--- src/rtl/i2c_pkg.sv ---
// Shared I2C definitions used by the LCD master and the on-chip target receiver.
package i2c_pkg;

  typedef enum logic [2:0] {
    StIdle,
    StAddr,
    StAckAddr,
    StData,
    StAckData,
    StIgnore
  } i2c_rx_state_t;

  localparam logic       I2C_RW_WRITE = 1'b0;
  localparam logic [6:0] I2C_ADDR_LCD = 7'h27;

endpackage

--- src/rtl/i2c_sync_edge.sv ---
// N-stage synchronizer for an asynchronous bus pin with registered-history edge detect.
module i2c_sync_edge #(
  parameter int unsigned STAGES = 2
) (
  input  logic clk,
  input  logic rst_n,
  input  logic d,
  output logic q,
  output logic rise,
  output logic fall
);

  logic [STAGES-1:0] sync_q;
  logic              prev_q;
  logic [STAGES:0]   fill_q;

  // Idle bus level is high; edges stay masked until the chain holds real pin samples,
  // so a low pin at reset release cannot look like a START.
  always_ff @(posedge clk or negedge rst_n) begin
    if (!rst_n) begin
      sync_q <= '1;
      prev_q <= 1'b1;
      fill_q <= '0;
    end else begin
      sync_q <= {sync_q[STAGES-2:0], d};
      prev_q <= sync_q[STAGES-1];
      fill_q <= {fill_q[STAGES-1:0], 1'b1};
    end
  end

  assign q    = sync_q[STAGES-1];
  assign rise = fill_q[STAGES] & q & ~prev_q;
  assign fall = fill_q[STAGES] & ~q & prev_q;

endmodule

--- src/rtl/i2c_target_rx.sv ---
// Write-only I2C target: detects START/STOP, matches the address, ACKs and strobes out data bytes.
module i2c_target_rx
  import i2c_pkg::*;
#(
  parameter logic [6:0]  TARGET_ADDR = I2C_ADDR_LCD,
  parameter int unsigned SYNC_STAGES = 2
) (
  input  logic       clk,
  input  logic       rst_n,
  input  logic       scl_in,
  input  logic       sda_in,
  output logic       sda_oe,
  output logic [7:0] rx_data,
  output logic       rx_valid,
  output logic       rx_first,
  output logic       addr_match,
  output logic       stop_det,
  output logic       bus_busy
);

  logic scl_s, scl_rise, scl_fall;
  logic sda_s, sda_rise, sda_fall;

  i2c_sync_edge #(.STAGES(SYNC_STAGES)) u_scl_sync (
    .clk  (clk),
    .rst_n(rst_n),
    .d    (scl_in),
    .q    (scl_s),
    .rise (scl_rise),
    .fall (scl_fall)
  );

  i2c_sync_edge #(.STAGES(SYNC_STAGES)) u_sda_sync (
    .clk  (clk),
    .rst_n(rst_n),
    .d    (sda_in),
    .q    (sda_s),
    .rise (sda_rise),
    .fall (sda_fall)
  );

  i2c_rx_state_t state_q;
  logic [3:0]    bit_cnt_q;
  logic [7:0]    shift_q;
  logic          first_q;
  logic          start_ev, stop_ev;
  logic [7:0]    shift_next;

  // SCL must be stably high: an SCL edge in the same sync cycle makes it a data transition.
  assign start_ev   = sda_fall & scl_s & ~scl_rise;
  assign stop_ev    = sda_rise & scl_s & ~scl_rise;
  assign shift_next = {shift_q[6:0], sda_s};

  always_ff @(posedge clk or negedge rst_n) begin
    if (!rst_n) begin
      state_q    <= StIdle;
      bit_cnt_q  <= 4'd0;
      shift_q    <= 8'h00;
      first_q    <= 1'b0;
      sda_oe     <= 1'b0;
      rx_data    <= 8'h00;
      rx_valid   <= 1'b0;
      rx_first   <= 1'b0;
      addr_match <= 1'b0;
      stop_det   <= 1'b0;
      bus_busy   <= 1'b0;
    end else begin
      rx_valid <= 1'b0;
      stop_det <= 1'b0;
      if (stop_ev) begin
        state_q    <= StIdle;
        sda_oe     <= 1'b0;
        addr_match <= 1'b0;
        bus_busy   <= 1'b0;
        stop_det   <= 1'b1;
      end else if (start_ev) begin
        state_q    <= StAddr;
        bit_cnt_q  <= 4'd0;
        sda_oe     <= 1'b0;
        addr_match <= 1'b0;
        bus_busy   <= 1'b1;
        first_q    <= 1'b0;
      end else begin
        unique case (state_q)
          StIdle: begin
          end
          StAddr, StData: begin
            if (scl_rise) begin
              shift_q   <= shift_next;
              bit_cnt_q <= bit_cnt_q + 4'd1;
              if (bit_cnt_q == 4'd7) begin
                bit_cnt_q <= 4'd0;
                if (state_q == StAddr) begin
                  state_q <= (shift_q[6:0] == TARGET_ADDR && sda_s == I2C_RW_WRITE) ?
                             StAckAddr : StIgnore;
                end else begin
                  rx_data  <= shift_next;
                  rx_valid <= 1'b1;
                  rx_first <= first_q;
                  first_q  <= 1'b0;
                  state_q  <= StAckData;
                end
              end
            end
          end
          // sda_oe doubles as the ACK phase: first fall drives, second fall releases.
          StAckAddr, StAckData: begin
            if (scl_fall) begin
              if (!sda_oe) begin
                sda_oe     <= 1'b1;
                addr_match <= 1'b1;
              end else begin
                sda_oe  <= 1'b0;
                state_q <= StData;
                if (state_q == StAckAddr) first_q <= 1'b1;
              end
            end
          end
          StIgnore: sda_oe <= 1'b0;
          default:  state_q <= StIdle;
        endcase
      end
    end
  end

endmodule
--- config.mk ---
export PLATFORM = sky130hd
export DESIGN_NAME = i2c_target_rx
export DESIGN_NICKNAME = d
export VERILOG_FILES = /design/src/rtl/i2c_pkg.sv /design/src/rtl/i2c_sync_edge.sv /design/src/rtl/i2c_target_rx.sv
export SDC_FILE = /design/constraint.sdc
export NUM_CORES = 1
export LEC_CHECK = 0
export BUFFER_PORTS_ARGS = -buffer_cell sky130_fd_sc_hd__buf_2
export CELL_PAD_IN_SITES_DETAIL_PLACEMENT = 1
export CELL_PAD_IN_SITES_GLOBAL_PLACEMENT = 1
export CORE_ASPECT_RATIO = 1.75
export CORE_MARGIN = 2
export CORE_UTILIZATION = 46
export CTS_CLUSTER_DIAMETER = 30
export CTS_CLUSTER_SIZE = 40
export DETAILED_ROUTE_END_ITERATION = 10
export PLACE_DENSITY_LB_ADDON = 0.1
export RECOVER_POWER = 100
export SYNTH_ARGS = -nofsm -noshare
export SYNTH_HDL_FRONTEND = slang
export SYNTH_SLANG_ARGS = --single-unit
--- constraint.sdc ---
create_clock -name clk -period 2.25 [get_ports clk]
set_input_delay 0.1125 -clock clk [delete_from_list [all_inputs] [get_ports clk]]
set_output_delay 0.1125 -clock clk [all_outputs]
set_load 0.1 [all_outputs]
**Yosys cells after proc, flatten, opt, wreduce, memory -nomap -nowiden**

Cells that the tools add are included.

- Bits in registers: 41
- Bits of input ports: 4
- Output and inout port bits: 14
- Word-level logic and storage cells: 116

- Add/subtract/negate cells: 1
- Equality and inequality tests: 19
- Muxes and demuxes: 40
- Reductions and logical operators: 19
- Bitwise logic cells: 20

Operator list:

| cell | count |
|---|---|
| 1-bit 2-to-1 mux | 25 |
| 3-bit 2-to-1 mux | 8 |
| 3-bit inequality test, second input constant | 6 |
| 4-bit 2-to-1 mux | 4 |
| 4-bit inequality test, second input constant | 4 |
| 1-bit bitwise AND | 12 |
| 3-bit one-hot mux with 3 select lines | 1 |
| 3-bit nonzero test | 3 |
| 1-bit inverter | 8 |
| 8-bit AND reduction | 1 |
| 7-bit by 6-bit equality test with 1-bit output, second input constant | 1 |
| 3-bit by 2-bit equality test with 1-bit output, second input constant | 2 |
| 3-bit equality test, second input constant | 2 |
| 3-bit by 1-bit inequality test with 1-bit output, second input constant | 2 |
| 3-bit AND reduction | 2 |
| 6-bit AND reduction | 1 |
| 2-bit nonzero test | 3 |
| 2-bit OR reduction | 3 |
| 5-bit AND reduction | 1 |
| 4-bit by 1-bit adder with 4-bit output, second input constant | 1 |
| 4-bit by 3-bit equality test with 1-bit output, second input constant | 1 |
| 1-bit one-hot mux with 2 select lines | 2 |
| 4-bit AND reduction | 1 |
| 4-bit nonzero test | 1 |
| other kinds (4) | 4 |

**Depth between registers and ports, before layout**

Gate-level depths: netlist (run 1).

- Word-level depth: 9
- Mapped depth: 7
- Gate-level depth less buffers: 6

**Modules after synthesis**

A second synthesis (run 1) with hierarchy kept.

- Cell total of the unflattened synthesis: 165
- Area total of the unflattened synthesis: 1796.7 um^2

Modules (own cells, without submodules):

| module | area each (um^2) | cells each | instances |
|---|---|---|---|
| i2c_target_rx | 1446.4 | 147 | 1 |
| i2c_sync_edge | 175.2 | 9 | 2 |

**Worst setup path before layout (run 1)**

Ideal clock, no wire load.

- Path type: reg-to-reg
- Start: reg sda_oe
- End: reg state_q[1]
- Data required time: 2.125 ns
- Clock period less this slack: 1.905 ns
- Setup time: 0.125 ns
- Arrival: 1.780 ns
- Slack: 0.345 ns
- Path buffers: 0
- Stages on the path, launching flop included: 5
- Cells stage by stage: dfrtp_1 -> a21o_1 -> a21oi_2 -> a22oi_4 -> mux2_4

- Cells in the longest elaborated chain, start to end: 2

RTL lines:

| element | line | text |
|---|---|---|
| start: declaration | i2c_target_rx.sv:12 | `output logic sda_oe,` |
| start signal: assignment | i2c_target_rx.sv:60 | `sda_oe <= 1'b0;` |
| start signal: assignment | i2c_target_rx.sv:72 | `sda_oe <= 1'b0;` |
| start signal: assignment | i2c_target_rx.sv:79 | `sda_oe <= 1'b0;` |
| 4-bit inequality test (no line) | -- |  |
| 5-bit AND reduction (no line) | -- |  |
| end signal: assignment | i2c_target_rx.sv:56 | `state_q <= StIdle;` |
| end signal: assignment | i2c_target_rx.sv:71 | `state_q <= StIdle;` |
| end signal: assignment | i2c_target_rx.sv:77 | `state_q <= StAddr;` |
| end: declaration | i2c_target_rx.sv:42 | `i2c_rx_state_t state_q;` |

No other way between the ends.
A chain may end at the register's enable or synchronous reset.

**Worst setup path in the final report (run 1)**

- Start: reg u_scl_sync.sync_q[1]
- End: reg rx_data[5]

- Cells in the longest elaborated chain, start to end: 6
- Elaborated cells on any way between the ends: 10

RTL lines:

| element | line | text |
|---|---|---|
| start: declaration | i2c_sync_edge.sv:13 | `logic [STAGES-1:0] sync_q;` |
| start signal: assignment | i2c_sync_edge.sv:25 | `sync_q <= {sync_q[STAGES-2:0], d};` |
| 1-bit bitwise AND (2 in series) | i2c_sync_edge.sv:32 | `assign rise = fill_q[STAGES] & q & ~prev_q;` |
| 1-bit inverter | i2c_target_rx.sv:50, i2c_target_rx.sv:51 |  |
| 1-bit bitwise AND (on tied branches) | i2c_target_rx.sv:51, i2c_target_rx.sv:50 |  |
| 1-bit inverter (no line) | -- |  |
| 6-bit AND reduction (no line) * | -- |  |
| end signal: assignment | i2c_target_rx.sv:97 | `rx_data <= shift_next;` |
| end: declaration | i2c_target_rx.sv:13 | `output logic [7:0] rx_data,` |

Every way passes the cells marked *; elsewhere a longest branch is shown, timed or not.

==> impl_metrics.toml, run 1 <==
[status]
status = "finished clean"

[route]
dr.pass1.iters = 3
ant_nets = 0
viasPerCell = 5.54
wire_per_inst_um = 16.9
drtIter0Drc = 12
via_count = 1247
drc = 0
finalWirelength_mm = 3.81

[die]
ios = 18
coreArea_mm2 = 0.00383
die_w_um = 51.6
die_y_um = 87.3
die_area_mm2 = 0.00450
initial_core_util = 0.476
std_cell_rows = 30

[pwr]
total_power_mw = 1.96
leakagePower_nw = 0.930
peakVddDrop_mv = 0.632
p_per_area_mw_per_mm2 = 976

[setup_path]
worstPathMaxFanout = 10
crit_family = "simple AND/OR/NAND/NOR gates"
crit_required_ns = 2.42
worst_path_max_delay_cell = "dfstp_1"
worst-path-buf-inv = 0
crit_chain = "and3b_4 > nand2_2 > nor2_8 > mux2_1"
max_stage_delay_ns = 0.71
arrival_ns = 2.12
criticalPathCategory = "reg2reg"
reg2reg_from = "u_scl_sync.sync_q[1]"
crit_path_start = "u_scl_sync.sync_q[1]"
end_kind = "register"
start_kind = "register"

[global_route]
grt_pass1_vias = 1344
grt_overflow = 0
grt_pass1_wl_mm = 6.52
gr-usage-all-layers = 0.199
grt_max_degree = 39
grt_antenna_before_repair = 0

[clock_network]
hold_buffers = 3
cts-root-buf = "clkbuf_8"
cts.sinks = 38
clk_latency_ns = 0.29
cts_setup_buffers = 0
clk_path_buf_depth = 2
clk_pin_slew_ns = 0.07
tritoncts = "yes"
cts_resized = 0
cts_htree_levels = 2
cts_made_buffers = 5

[synthesis]
yosys.area.top_type_share = 0.440
synth-edff-count = 0
ys_ff_latch = 38
yosysTopAreaCell = "dfrtp_1"
ys_warn_count = 0
syn_area_mm2 = 0.00182
synth_fp_nets = 158
yosysSeqAreaShare = 0.526
ys_types = 52
async_reset_ff_frac = 1.00
netlist_instances = 153
syn_area_per_cell_um2 = 11.9
synthFlopType = "dfrtp_1"
yosys-top-cells-area = "dfrtp_1 (44%), mux2_4 (9.1%), dfstp_2 (8.7%)"

[timing]
min_period_ns = 1.95
hold_viol = 0
setup-violations-final = 0
fmax_mhz = 513
clock_skew_ns = 0.00504
period_share = 0.866
final.setup.tns_ns = 0
rsz0062_at_grt = "false"
relSlewSlack = 0.222
whs_ns = 0.356
tightest_slew_ns = 1.17
slew_violations = 0

[hold_path]
hp-class = "reg2reg"
min_from = "u_scl_sync.fill_q[1]"

[final_layout]
nNetsFinal = 181
area_growth_pct = 10.5
antenna_cells = 0
drive_above_1_share = 0.209

[placement]
hpwl_mm = 2.72
io_buffers = 17
gp_congestion = 0.826

[flow_run]
max_cap_viol_count = 0
routing by layer:
layer / GRT usage / routed length (µm) / share of wire / up-vias
met5: 0 / 0 / 0 / -
met1: 0.223 / 1590 / 0.42 / 641
met3: 0.0395 / 74 / 0.019 / 10
li1: - / - / - / 579
met2: 0.348 / 2040 / 0.53 / 17
met4: 0.100 / 105 / 0.028 / 0
cells in the mapped netlist, types with 2 or more instances:
library cell,number
a21o_1,2
a22oi_2,2
nor2_1,11
a21oi_2,2
nor2b_1,2
nand2_1,25
a2bb2oi_1,2
mux2_4,11
o21ai_0,3
nand3_1,2
o41ai_1,2
dfrtp_1,32
nor3_1,5
xnor2_1,2
nand4bb_1,2
dfstp_2,6
inv_1,4
o21ai_1,2
buf_6,2
a21oi_1,2
flip-flops by register name, summed over array words and instances (netlist names):
signal	cells
rx_valid	1
u_sda_sync.prev_q	1
u_scl_sync.prev_q	1
shift_q	7
state_q	3
u_scl_sync.fill_q	2
sda_oe	1
u_sda_sync.sync_q	2
first_q	1
addr_match	1
bit_cnt_q	4
bus_busy	1
u_scl_sync.sync_q	2
rx_data	8
stop_det	1
u_sda_sync.fill_q	1
rx_first	1
through the flow:
stage	setup slack, ns	area (µm²)	cells	util
2_1_floorplan	0.345	1820	153	-
3_3_place_gp	0.437	1930	214	0.505
3_5_place_dp	0.435	1930	214	0.505
4_1_cts	0.422	2070	225	0.541
5_1_grt	0.160	2010	225	0.526
6_report	0.301	2010	225	0.526
layout by cell type, fill, tap and decap left out, types with 2 or more instances in the layout:
master,count
nor2b_1,2
nand2_1,25
clkinv_2,2
a21oi_1,2
nand3_1,2
nor3_1,5
a21oi_2,2
dlygate4sd3_1,3
dfstp_2,4
mux2_1,7
a2bb2oi_1,2
buf_2,2
o41ai_1,2
nand4bb_1,2
mux2_4,4
dfstp_1,2
a22oi_2,2
dfrtp_1,32
nor2_1,11
clkbuf_1,14
xnor2_1,2
clkbuf_8,5
inv_1,4
a21o_1,2
o21ai_0,4
cells by family (layout without fill, tap and decap cells):
kind of cell / after synthesis / in the layout / share of synthesized area
other: 1 / 1 / 0.00206
xor gates and xnor gates: 3 / 3 / 0.0144
buffers and inverters: 8 / 32 / 0.0275
AOI/OAI and AO/OA: 27 / 27 / 0.129
and+or+nand+nor: 63 / 63 / 0.198
muxes: 12 / 12 / 0.0962
adders and majority gates: 1 / 1 / 0.00687
DFF: 38 / 38 / 0.526
where the power goes:
group          leakage [nW]  internal, mW  switching (mW)
Sequential            0.496         0.754           0.108
Clock                0.0579         0.326           0.235
Combinational         0.376         0.211           0.331
cell type report:
class	instances	area, µm²
clock buffers	5	68.8
fillers	443	1820
well taps	48	60.1
clock inverters	3	40.0
flip-flops and latches	38	958
multi-input cells	107	773
inverters	4	15.0
repair buffers	20	97.6
final timing paths:
path                                   endpoint  slack [ns]  cells after the start
max in group asynchronous            shift_q[4]        1.18                      2
min in group asynchronous                sda_oe        0.49                      2
min                        u_scl_sync.fill_q[2]        0.36                      0
min reg2reg                u_scl_sync.fill_q[2]        0.36                      0
max reg2reg                          rx_data[5]        0.30                      4
max                                  rx_data[5]        0.30                      4
Power figures use the tool's default switching activity.
==> inputs of run 2 (changes only) <==
CORE_UTILIZATION = 42   (was 46)
==> run 2 against run 1 <==
  * Highest routed layer unchanged
  * Final cell count is 0.44% higher
  * Critical endpoint is now state_q[1]
  * Largest power group unchanged
  * Maximum frequency is 1.3% lower
  * Clock skew is 0.0016 ns lower
  * Worst setup slack worse by 0.026 ns
==> impl_metrics.toml, run 2 (synthesized netlist as in run 1, its figures left out) <==
[status]
status = "finished clean"

[placement]
io_buffers = 17
dp.cells = 215
hpwl_mm = 2.80
gp_congestion = 0.883

[timing]
final.setup.tns_ns = 0
rsz0062_at_grt = "false"
fmax_mhz = 506
hold_viol = 0
clock_skew_ns = 0.00345
tightest_slew_ns = 1.18
setup-violations-final = 0
min_period_ns = 1.97
slew_violations = 0
relSlewSlack = 0.215
whs_ns = 0.359
period_share = 0.878

[hold_path]
hp-class = "reg2reg"
whs_path_depth = 0
min_to = "u_sda_sync.sync_q[1]"
min_from = "u_sda_sync.sync_q[0]"

[clock_network]
tritoncts = "yes"
clk_path_buf_depth = 2
cts_made_buffers = 5
clk_pin_slew_ns = 0.08
clk_latency_ns = 0.29
cts.sinks = 38
cts_setup_buffers = 0
cts_resized = 0
cts_htree_levels = 2
cts-root-buf = "clkbuf_8"

[global_route]
grt_max_degree = 39
grt_antenna_before_repair = 0
gr-usage-all-layers = 0.194
grt_pass1_vias = 1381
grt_pass1_wl_mm = 6.92
grt_overflow = 0

[die]
initial_core_util = 0.439
coreArea_mm2 = 0.00415
ios = 18
die_y_um = 91.1
std_cell_rows = 31
die_w_um = 53.8
die_area_mm2 = 0.00490

[route]
drc = 0
dr.pass1.iters = 4
ant_nets = 0
wl_met2_mm = 2.16
drtIter0Drc = 22
via_count = 1243
wl_met3_um = 80
viasPerCell = 5.50
met1_length_mm = 1.56
wire_per_inst_um = 17.3
finalWirelength_mm = 3.90
top_layer_used = "met4"

[final_layout]
postLayoutCoreUtil = 0.486
stdcell_count = 226
area_growth_pct = 10.7
top_regs = "rx_data x8, shift_q x7, bit_cnt_q x4"
drive_above_1_share = 0.192
nNetsFinal = 181
antenna_cells = 0
largest_register = "rx_data"
layout_commonest_cell = "dfrtp_1"
fill_cells = 463
final_cell_mix = "dfrtp_1 (32), nand2_1 (25), clkbuf_1 (14)"
largest_reg_flops = 8

[setup_path]
start_kind = "register"
criticalPathCategory = "reg2reg"
reg2reg_to = "state_q[1]"
crit_required_ns = 2.43
crit_path_start = "u_scl_sync.sync_q[1]"
worstPathMaxFanout = 9
worstRegToRegCells = 4
r2r_slack_ns = 0.28
end_kind = "register"
arrival_ns = 2.16
reg2reg_from = "u_scl_sync.sync_q[1]"

[flow_run]
max_cap_viol_count = 0

[pwr]
leakagePower_nw = 0.926
peakVddDrop_mv = 0.519
total_power_mw = 2.01
p_per_area_mw_per_mm2 = 996
-- run 2: changes by cell type in the layout (fill, tap and decap cells not counted), sizes merged --
cell      delta
clkinv       -2
clkinvlp     +2
-- run 2: per-stage QoR --
| stage | area (µm²) | setup WS, ns |
|---|---|---|
| 6_report | 2020 | 0.275 |
| 5_1_grt | 2020 | 0.150 |
| 4_1_cts | 2080 | 0.365 |
| 3_5_place_dp | 1930 | 0.392 |
| 3_3_place_gp | 1930 | 0.417 |
| 2_1_floorplan | 1820 | 0.345 |
-- run 2: final cells by class --
cell class | count | area, µm² | share of cell area
multi-input combinational | 107 | 771 | 0.382
tap | 49 | 61.3 | 0.0304
clock buffer | 5 | 68.8 | 0.0341
clock inverter | 3 | 45.0 | 0.0223
timing repair buffer | 20 | 97.6 | 0.0484
inverter | 4 | 15.0 | 0.00744
sequential | 38 | 958 | 0.475
-- run 2: metal layers --
layer / vias up / global-route usage
met4: 0 / 0.0833
li1: 580 / -
met1: 634 / 0.227
met5: - / 0
met2: 21 / 0.328
met3: 8 / 0.0362
-- run 2: repair_timing --
| action | in CTS | in global routing |
|---|---|---|
| hold buffers | 3 | 0 |
| hold endpoints to repair | 34 | 0 |
| endpoints found under the setup margin | 0 | 0 |
-- run 2: how the worst max path moves through the flow --
stage / endpoint / slack, ns / cells after the start
after global placement: state_q[1] / 0.42 / 5
after detailed placement: state_q[1] / 0.39 / 5
after global routing: state_q[1] / 0.15 / 5
after CTS: state_q[1] / 0.37 / 5
after floorplan: state_q[1] / 0.35 / 4
final: state_q[1] / 0.28 / 4
-- run 2: critical path: stages (launching register included) --
cell,delay [ns]
dfstp_1,0.69
and3b_1,0.44
o22ai_4,0.16
a22oi_4,0.26
mux2_4,0.32
-- run 2: power by group --
group	internal (mW)	switching (mW)	total, mW
combinational	0.213	0.348	0.561
clock	0.330	0.255	0.585
sequential	0.754	0.109	0.862
